===== src/rtl/end_screen_pkg.sv =====
// Shared definitions for the end-screen controller: FSM states, pixel-source
// select codes, blanking colour and the restart-box rectangle/border tests.
package end_screen_pkg;

   typedef enum logic [2:0] {
      IDLE,
      SHOW,
      ARMED,
      FIRE,
      WAIT_REL
   } state_t;

   typedef enum logic [1:0] {
      SEL_BLANK,
      SEL_BG,
      SEL_HILITE,
      SEL_PIXEL
   } rgb_sel_t;

   localparam logic [11:0] BLANK_RGB = 12'h000;
   localparam logic [11:0] BORDER_T  = 12'd2;

   // Half-open rectangle: left/top edges inclusive, right/bottom exclusive.
   function automatic logic in_rect(input logic [11:0] x,  input logic [11:0] y,
                                    input logic [11:0] x0, input logic [11:0] x1,
                                    input logic [11:0] y0, input logic [11:0] y1);
      return (x >= x0) && (x < x1) && (y >= y0) && (y < y1);
   endfunction

   function automatic logic on_border(input logic [11:0] x,  input logic [11:0] y,
                                      input logic [11:0] x0, input logic [11:0] x1,
                                      input logic [11:0] y0, input logic [11:0] y1);
      return in_rect(x, y, x0, x1, y0, y1) &&
             ((x < x0 + BORDER_T) || (x >= x1 - BORDER_T) ||
              (y < y0 + BORDER_T) || (y >= y1 - BORDER_T));
   endfunction

endpackage


===== src/rtl/vga_delay.sv =====
// Fixed-depth register pipe used to keep VGA timing signals aligned with the
// pixel pipeline. Synchronous active-low reset clears every stage.
module vga_delay #(
   parameter int DEPTH = 2,
   parameter int WIDTH = 26
) (
   input  logic             clk_i,
   input  logic             rst_ni,
   input  logic [WIDTH-1:0] din_i,
   output logic [WIDTH-1:0] dout_o
);

   logic [WIDTH-1:0] pipe_q [DEPTH];

   always_ff @(posedge clk_i) begin
      if (!rst_ni) begin
         for (int i = 0; i < DEPTH; i++) pipe_q[i] <= '0;
      end else begin
         pipe_q[0] <= din_i;
         for (int i = 1; i < DEPTH; i++) pipe_q[i] <= pipe_q[i-1];
      end
   end

   assign dout_o = pipe_q[DEPTH-1];

endmodule


===== src/rtl/end_screen_ctrl.sv =====
// End-of-game screen: scaled image overlay, blinking restart box and restart pulse.
// Define END_SCREEN_BEST_SCORE_EN to track the best score across games.
module end_screen_ctrl
   import end_screen_pkg::*;
#(
   parameter int          IMG_X        = 160,
   parameter int          IMG_Y        = 114,
   parameter int          IMG_XW       = 8,
   parameter int          IMG_YW       = 7,
   parameter int          SCALE_LOG2   = 1,
   parameter int          BOX_X        = 306,
   parameter int          BOX_Y        = 294,
   parameter int          BOX_W        = 150,
   parameter int          BOX_H        = 58,
   parameter logic [11:0] BG_RGB       = 12'h0a0,
   parameter logic [11:0] HILITE_RGB   = 12'hff0,
   parameter int          BLINK_FRAMES = 15,
   parameter int          SCORE_W      = 10
) (
   input  logic                     clk40,
   input  logic                     rst,
   input  logic                     enable,
   input  logic                     left,
   input  logic [10:0]              hcount,
   input  logic [10:0]              vcount,
   input  logic                     hsync,
   input  logic                     vsync,
   input  logic                     hblnk,
   input  logic                     vblnk,
   input  logic [11:0]              xpos,
   input  logic [11:0]              ypos,
   input  logic [SCORE_W-1:0]       result_in,
   input  logic [11:0]              rgb_pixel,
   output logic [IMG_YW+IMG_XW-1:0] pixel_addr,
   output logic [10:0]              hcount_out,
   output logic [10:0]              vcount_out,
   output logic                     hs,
   output logic                     vs,
   output logic                     hblnk_out,
   output logic                     vblnk_out,
   output logic [11:0]              rgb_out,
   output logic                     restart,
   output logic [SCORE_W-1:0]       score_out,
   output logic [SCORE_W-1:0]       best_out,
   output state_t                   state_dbg
);

   localparam logic [11:0] IMG_X0 = 12'(IMG_X);
   localparam logic [11:0] IMG_X1 = 12'(IMG_X + ((1 << IMG_XW) << SCALE_LOG2));
   localparam logic [11:0] IMG_Y0 = 12'(IMG_Y);
   localparam logic [11:0] IMG_Y1 = 12'(IMG_Y + ((1 << IMG_YW) << SCALE_LOG2));
   localparam logic [11:0] BOX_X0 = 12'(BOX_X);
   localparam logic [11:0] BOX_X1 = 12'(BOX_X + BOX_W);
   localparam logic [11:0] BOX_Y0 = 12'(BOX_Y);
   localparam logic [11:0] BOX_Y1 = 12'(BOX_Y + BOX_H);
   localparam int          BLINK_CW   = (BLINK_FRAMES > 1) ? $clog2(BLINK_FRAMES) : 1;
   localparam logic [BLINK_CW-1:0] BLINK_LAST = BLINK_CW'(BLINK_FRAMES - 1);

   state_t                     state_q, state_d;
   rgb_sel_t                   sel1_q, sel2_q, sel_d;
   logic [IMG_YW+IMG_XW-1:0]   pixel_addr_q, pixel_addr_d;
   logic [BLINK_CW-1:0]        blink_cnt_q, blink_cnt_d;
   logic                       phase_q, phase_d;
   logic                       enable_q, left_q, vsync_q;
   logic [SCORE_W-1:0]         score_q;
   logic [11:0]                hc12, vc12, x_off, y_off;
   logic                       enable_rise, left_rise, vsync_rise;
   logic                       cursor_in_box, in_img, hilite, show_entry;

   vga_delay #(.DEPTH(2), .WIDTH(26)) u_timing_dly (
      .clk_i  (clk40),
      .rst_ni (rst),
      .din_i  ({hcount, vcount, hsync, vsync, hblnk, vblnk}),
      .dout_o ({hcount_out, vcount_out, hs, vs, hblnk_out, vblnk_out})
   );

   assign hc12          = {1'b0, hcount};
   assign vc12          = {1'b0, vcount};
   assign x_off         = hc12 - IMG_X0;
   assign y_off         = vc12 - IMG_Y0;
   assign pixel_addr_d  = {IMG_YW'(y_off >> SCALE_LOG2), IMG_XW'(x_off >> SCALE_LOG2)};
   assign enable_rise   = enable & ~enable_q;
   assign left_rise     = left & ~left_q;
   assign vsync_rise    = vsync & ~vsync_q;
   assign cursor_in_box = in_rect(xpos, ypos, BOX_X0, BOX_X1, BOX_Y0, BOX_Y1);
   assign in_img        = in_rect(hc12, vc12, IMG_X0, IMG_X1, IMG_Y0, IMG_Y1);
   assign hilite        = (state_q == ARMED) && phase_q && cursor_in_box &&
                          on_border(hc12, vc12, BOX_X0, BOX_X1, BOX_Y0, BOX_Y1);
   assign show_entry    = (state_q == IDLE) && enable_rise;

   always_comb begin
      state_d = state_q;
      case (state_q)
         IDLE:     if (enable_rise) state_d = SHOW;
         SHOW:     if (!enable) state_d = IDLE;
                   else if (!left) state_d = ARMED;
         ARMED:    if (!enable) state_d = IDLE;
                   else if (left_rise && cursor_in_box) state_d = FIRE;
         FIRE:     state_d = WAIT_REL;
         WAIT_REL: if (!left && !enable) state_d = IDLE;
         default:  state_d = IDLE;
      endcase
   end

   // Blink phase restarts "on" every time the box becomes clickable.
   always_comb begin
      blink_cnt_d = blink_cnt_q;
      phase_d     = phase_q;
      if ((state_d == ARMED) && (state_q != ARMED)) begin
         blink_cnt_d = '0;
         phase_d     = 1'b1;
      end else if (state_q != ARMED) begin
         blink_cnt_d = '0;
         phase_d     = 1'b0;
      end else if (vsync_rise) begin
         if (blink_cnt_q == BLINK_LAST) begin
            blink_cnt_d = '0;
            phase_d     = ~phase_q;
         end else begin
            blink_cnt_d = blink_cnt_q + 1'b1;
         end
      end
   end

   always_comb begin
      sel_d = SEL_BG;
      if (hblnk || vblnk) sel_d = SEL_BLANK;
      else if (!enable)   sel_d = SEL_BG;
      else if (hilite)    sel_d = SEL_HILITE;
      else if (in_img)    sel_d = SEL_PIXEL;
   end

   always_ff @(posedge clk40) begin
      if (!rst) begin
         state_q      <= IDLE;
         sel1_q       <= SEL_BLANK;
         sel2_q       <= SEL_BLANK;
         pixel_addr_q <= '0;
         blink_cnt_q  <= '0;
         phase_q      <= 1'b0;
         enable_q     <= 1'b0;
         left_q       <= 1'b0;
         vsync_q      <= 1'b0;
         score_q      <= '0;
      end else begin
         state_q      <= state_d;
         sel1_q       <= sel_d;
         sel2_q       <= sel1_q;
         pixel_addr_q <= pixel_addr_d;
         blink_cnt_q  <= blink_cnt_d;
         phase_q      <= phase_d;
         enable_q     <= enable;
         left_q       <= left;
         vsync_q      <= vsync;
         if (show_entry) score_q <= result_in;
      end
   end

`ifdef END_SCREEN_BEST_SCORE_EN
   logic [SCORE_W-1:0] best_q;

   always_ff @(posedge clk40) begin
      if (!rst) best_q <= '0;
      else if (show_entry && (result_in > best_q)) best_q <= result_in;
   end

   assign best_out = best_q;
`else
   assign best_out = '0;
`endif

   // ROM data arrives in the same cycle as the delayed timing, so it is muxed in unregistered.
   always_comb begin
      case (sel2_q)
         SEL_BG:     rgb_out = BG_RGB;
         SEL_HILITE: rgb_out = HILITE_RGB;
         SEL_PIXEL:  rgb_out = rgb_pixel;
         default:    rgb_out = BLANK_RGB;
      endcase
   end

   // Gated with rst so a reset landing in FIRE never emits the pulse.
   assign restart    = (state_q == FIRE) && rst;
   assign pixel_addr = pixel_addr_q;
   assign score_out  = score_q;
   assign state_dbg  = state_q;

endmodule


===== config.mk =====
export PLATFORM = sky130hd
export DESIGN_NAME = end_screen_ctrl
export DESIGN_NICKNAME = d
export VERILOG_FILES = /design/src/rtl/end_screen_pkg.sv /design/src/rtl/vga_delay.sv /design/src/rtl/end_screen_ctrl.sv
export SDC_FILE = /design/constraint.sdc
export NUM_CORES = 1
export LEC_CHECK = 0
export CORE_MARGIN = 1.5
export CORE_UTILIZATION = 60
export DETAILED_ROUTE_END_ITERATION = 10
export DONT_BUFFER_PORTS = 1
export PLACE_DENSITY = 0.85
export SETUP_SLACK_MARGIN = 0.15
export SLEW_MARGIN = 20
export SYNTH_ARGS = -nofsm -noshare
export SYNTH_HDL_FRONTEND = slang
export SYNTH_HIERARCHICAL = 1
export SYNTH_SLANG_ARGS = --single-unit

===== constraint.sdc =====
create_clock -name clk40 -period 1.7 [get_ports clk40]
set_input_delay 0.085 -clock clk40 [delete_from_list [all_inputs] [get_ports clk40]]
set_output_delay 0.085 -clock clk40 [all_outputs]
set_load 0.05 [all_outputs]

Word level (Yosys, flattened, before mapping) --
Memories as Yosys holds them, arrays and structs flattened. Cells that the tools add are included.
Cells by class: add/subtract/negate cells 3, order comparisons 16, equality and inequality tests 10, muxes and demuxes 20, bitwise gates (word level) 11, reductions and logical operators 31
Operators by type and width (count):
- $lt 11x9->1 const B | 5
- $mux 26 | 2
- $ge 11x9->1 const B | 4
- $pmux 12 s3 | 1
- $ge 12x9->1 const B | 2
- $lt 12x9->1 const B | 2
- $logic_and 1x1->1 | 18
- $mux 3 | 6
- $pmux 3 s5 | 1
- $ge 11x7->1 const B | 1
- $ge 11x8->1 const B | 1
- $lt 11x10->1 const B | 1
- $eq 3x2->1 const B | 3
- $sub 9x8->9 const B | 1
- $sub 8x7->8 const B | 1
- $mux 1 | 7
- $not 1->1 | 6
- $reduce_bool 3->1 | 2
- $reduce_or 3->1 | 2
- $add 4x1->4 const B | 1
- $eq 2x2->1 const B | 2
- $eq 4x4->1 const B | 1
- $logic_or 1x1->1 | 4
- $mux 2 | 2
- other kinds (11) | 15
Storage, ports and cells: register bits after elaboration 40, bits in writable memories 52, input port bits 76, output and inout bits 77, word-level logic and storage cells 103, memories 1
Memories:
- u_timing_dly.pipe_q | words 2, width 26, rd ports 2, clocked after Yosys merged registers in 0, wr ports 2, RTL line vga_delay.sv:13 | logic [WIDTH-1:0] pipe_q [DEPTH];

Longest topological paths before layout --
depth in word-level cells 12, depth in mapped cells 7, mapped depth without buffers 7

By module --
The synthesis kept the hierarchy.
Modules (own cells, without submodules):
- end_screen_ctrl | times used 1, cells an instance 240, area each 2105.8 µm², sequential area each 800.8 µm²
- vga_delay | times used 1, cells an instance 135, area each 1651.6 µm², sequential area each 1041.0 µm²

Worst setup path before layout --
Ideal clock, no wire load.
path kind reg2out, start point register sel2_q[1], end point output port rgb_out[10], data arrival time 1.702 ns, data required time 1.615 ns, path slack -0.087 ns, stages on the path, launching flop included 3, buffers on the path 1, path through dfxtp_1 -> clkbuf_1 -> a21boi_0
Between the ends: cells in the longest elaborated chain, start to end 2, elaborated cells between the ends (all ways) 4, classes of those cells 3 x eq/ne; 1 x mux
Ends and longest elaborated chain:
- start: declaration | RTL line end_screen_ctrl.sv:60 | rgb_sel_t sel1_q, sel2_q, sel_d;
- start signal: assignment | RTL line end_screen_ctrl.sv:148 | sel2_q <= sel1_q;
- $eq 2x2->1 / $eq 2x1->1 (equally long branches) | RTL line end_screen_ctrl.sv:174 | case (sel2_q)
- $pmux 12 s3 (*) | RTL line end_screen_ctrl.sv:174
- end: declaration | RTL line end_screen_ctrl.sv:41 | output logic [11:0] rgb_out,
Every way passes the cells marked *; elsewhere a longest branch is shown, timed or not.

Worst setup path in the final report --
start point register state_q[0] (netlist: state_dbg[0]), end point output port restart
Between the ends: cells in the longest elaborated chain, start to end 2
Ends and longest elaborated chain:
- start: declaration | RTL line end_screen_ctrl.sv:59 | state_t state_q, state_d;
- start signal: assignment | RTL line end_screen_ctrl.sv:146 | state_q <= state_d;
- $eq 3x2->1 | RTL line end_screen_ctrl.sv:183 | assign restart = (state_q == FIRE) && rst;
- $logic_and 1x1->1 | RTL line end_screen_ctrl.sv:183
- end: declaration | RTL line end_screen_ctrl.sv:42 | output logic restart,
Every way passes these cells.

==> reports/metrics.cfg <==
[setup_path]
reg2reg_depth=5
r2r_slack_ns=0.30
cp-end-kind=output port
start_kind=register
cp.required_ns=1.62
cp_max_fo=8
cp.arrival_ns=1.38
path_class=reg -> out

[finish]
nFillCells=427
multi_input_area_sq_um=1574
regArea_sq_um=1846
num_antenna_cells=0
drive_above_1_share_pct=25.30
fin_nets=492
fin_area_sq_um=4407
syn_to_final_growth_pct=17.28
finalNonFillerCells=490
finish.utilization_pct=73.56

[die]
core_area_sq_um=5991
initial_core_util_pct=62.72
io_pins=153
rows=28
die_h_microns=82.14
fp.dieW_microns=82.14
dieArea_sq_um=6746

[synth]
yosysUniqueCellTypes=48
syn_avg_cell_area_sq_um=10.02
yosysSeqAreaShare_pct=49.02
synthArstFlopShare_pct=0
synth-edff-count=0
yosysWarningCount=6
syn_area_sq_um=3757
syn_inst=375
synthFlopType=dfxtp_1
synth-seq-cells=92

[placement]
pre_cts_ws_ns=0.3295
placed_area_sq_um=3711
port_buffers=0
gp_congestion=0.7749
place_inst=430
dp_hpwl_microns=4672

[timing]
timing_hold_violations_final=0
setup_viol=0
finClkSkew_ns=0.009326
worst_pin_slew_ns=0.5105
slew_violations=0
min_period_over_period_pct=86.29
fin_ws_ns=0.2331
relSlewSlack_pct=65.92
rsz0062_at_grt=no
max_freq_mhz=681.7
layout_min_cycle_time_ns=1.467

[detailed_routing]
wl_per_cell_microns=15.44
vias=2608
detail-route-antenna-nets=0
drt-total-wl_microns=7568
post_drt_via_cell_ratio=5.322
drtPass1Iterations=4
drtIter0Drc=105
drc=0

[cts]
clk_pin_slew_worst_paths_ns=0.08
tritoncts=yes
cts_buffers=9
clock_path_buffers=2
clkLatencyLatePin_ns=0.34
clock-root-buffer=clkbuf_8
cts_setup_buffers=0
cts.sinks=92
cts_max_level=3

[grt]
grt_pass1_vias=2487
grt.total_usage_pct=22.79
grt_pass1_wl_microns=11320
antenna_found_initial=0
grt_max_degree=86
grt_overflow=0

[status]
outcome=finished, final reports clean

[run]
drv_cap=0

[hold_path]
hp-class=in -> reg
min_path_cells=3

[pwr]
power_mw=4.545
ir_drop_mv=0.6568
cellLeakagePower_nw=1.862
powerDensity_nw_per_um2=1031

## layout make-up
type	count	area share [%]
timing repair buffer	66	14.22
inverter	12	1.022
multi-input combinational	229	35.72
clock inverter	7	2.215
sequential	92	41.88
tap	75	2.129
clock buffer	9	2.811
## cell usage in the layout (no fill, tap or decap), types with 2 or more instances in the layout
cell / netlist / layout
dfxtp_1: 92 / 89
nor4_2: 2 / 2
and2_2: 52 / 52
nor4b_2: 1 / 2
nand2_1: 6 / 6
xnor2_1: 6 / 6
dfxtp_2: 0 / 3
bufinv_16: 0 / 2
or3_1: 2 / 2
nor3b_1: 4 / 4
inv_6: 0 / 2
nand3_1: 4 / 4
dlygate4sd3_1: 0 / 43
o21ai_0: 6 / 6
and2b_2: 2 / 2
nand2b_1: 2 / 2
nand4_1: 3 / 3
buf_4: 37 / 21
nor3_1: 3 / 3
inv_1: 12 / 12
a311oi_1: 2 / 2
nor2b_1: 20 / 19
nand3b_1: 4 / 4
o31ai_1: 2 / 2
a21boi_1: 0 / 6
nor2_1: 21 / 21
conb_1: 1 / 10
a21oi_1: 11 / 11
o2111ai_1: 3 / 3
mux2i_1: 12 / 12
and2_1: 14 / 14
ha_1: 6 / 6
clkinvlp_4: 0 / 2
nor4_1: 2 / 2
and3_1: 4 / 3
clkbuf_8: 0 / 9
a31oi_1: 4 / 4
## layer usage
layer  vias to the layer above  part of all wire, %  global-route usage (%)  wire (microns)
li1                       1266                    -                       -               -
met1                      1198                   39                   22.80            2973
met2                       134                   53                   43.03            4030
met3                        10                  6.3                   6.154             473
met4                         0                  1.2                   11.19              91
met5                         -                    0                       0               0
## stage by stage
step                      TNS [ns]  hold slack, ns
final                            0         0.02519
after global routing             0         0.01525
after CTS                        0        0.003854
after detailed placement         0          0.1601
after global placement           0          0.1583
after floorplan            -0.5218          0.1566
## what timing repair did
| item | 4_1_cts | 5_1_grt |
|---|---|---|
| resized for setup | 0 | 6 |
| hold buffers | 44 | 0 |
| setup endpoints to repair | 0 | 9 |
| endpoints found under the hold margin | 92 | 0 |
## cell usage after synthesis, drive strengths merged (2+ instances only)
| library cell | instances | area share [%] |
|---|---|---|
| a31oi | 4 | 0.67 |
| nand3b | 4 | 0.80 |
| nand2b | 2 | 0.33 |
| inv | 12 | 1.2 |
| nor3b | 4 | 0.80 |
| and2 | 66 | 13 |
| nand4 | 3 | 0.50 |
| o21ai | 6 | 0.80 |
| nand3 | 4 | 0.53 |
| a21boi | 7 | 1.4 |
| xnor2 | 6 | 1.4 |
| nor4 | 4 | 1.0 |
| nor2 | 21 | 2.1 |
| ha | 6 | 2.0 |
| a311oi | 2 | 0.47 |
| and2b | 2 | 0.47 |
| and3 | 4 | 0.67 |
| nor3 | 3 | 0.40 |
| nand2 | 7 | 0.77 |
| or3 | 2 | 0.33 |
| o2111ai | 3 | 0.70 |
| a21oi | 11 | 1.5 |
| clkbuf | 12 | 1.4 |
| buf | 39 | 7.7 |
| mux2i | 12 | 3.2 |
| nor4b | 2 | 0.63 |
| nor2b | 20 | 3.3 |
| o31ai | 2 | 0.40 |
| dfxtp | 92 | 49 |
## cells by family after synthesis
kind of cell | Yosys count | share of synthesized area, %
fa+ha+maj | 6 | 1.998
other cells | 1 | 0.09980
simple gates | 152 | 26.31
compound gates | 41 | 7.193
xor+xnor | 7 | 1.632
buf+inv | 63 | 10.26
mux | 13 | 3.497
flops | 92 | 49.02
## path summary, 6_finish.rpt
check,startpoint,to
max,state_dbg[0],restart
min,hcount[6],pixel_addr[5]
max reg2reg,state_dbg[0],state_dbg[0]
min reg2reg,sel1_q[1],sel2_q[1]
## report_power, final
| group | total, mW | switching (mW) | leakage (nW) | internal [mW] |
|---|---|---|---|---|
| logic | 0.499 | 0.273 | 0.994 | 0.227 |
| clock network | 1.58 | 0.744 | 0.106 | 0.836 |
| registers | 2.47 | 0.207 | 0.761 | 2.26 |
## worst max-delay path, cell delays in order (launching register included)
cell and delay, ns:
dfxtp_1 0.39, buf_6 0.21, and4b_1 0.24, buf_4 0.20
## registers in the layout, summed over array words and instances (netlist names)
signal and cells:
enable_q 1, vsync_q 1, score_out 10, blink_cnt_q 4, sel2_q 2, u_timing_dly/pipe_q 52
phase_q 1, pixel_addr 15, sel1_q 2, state_dbg 3, left_q 1
Note: power is estimated with default switching activity, not from simulation.
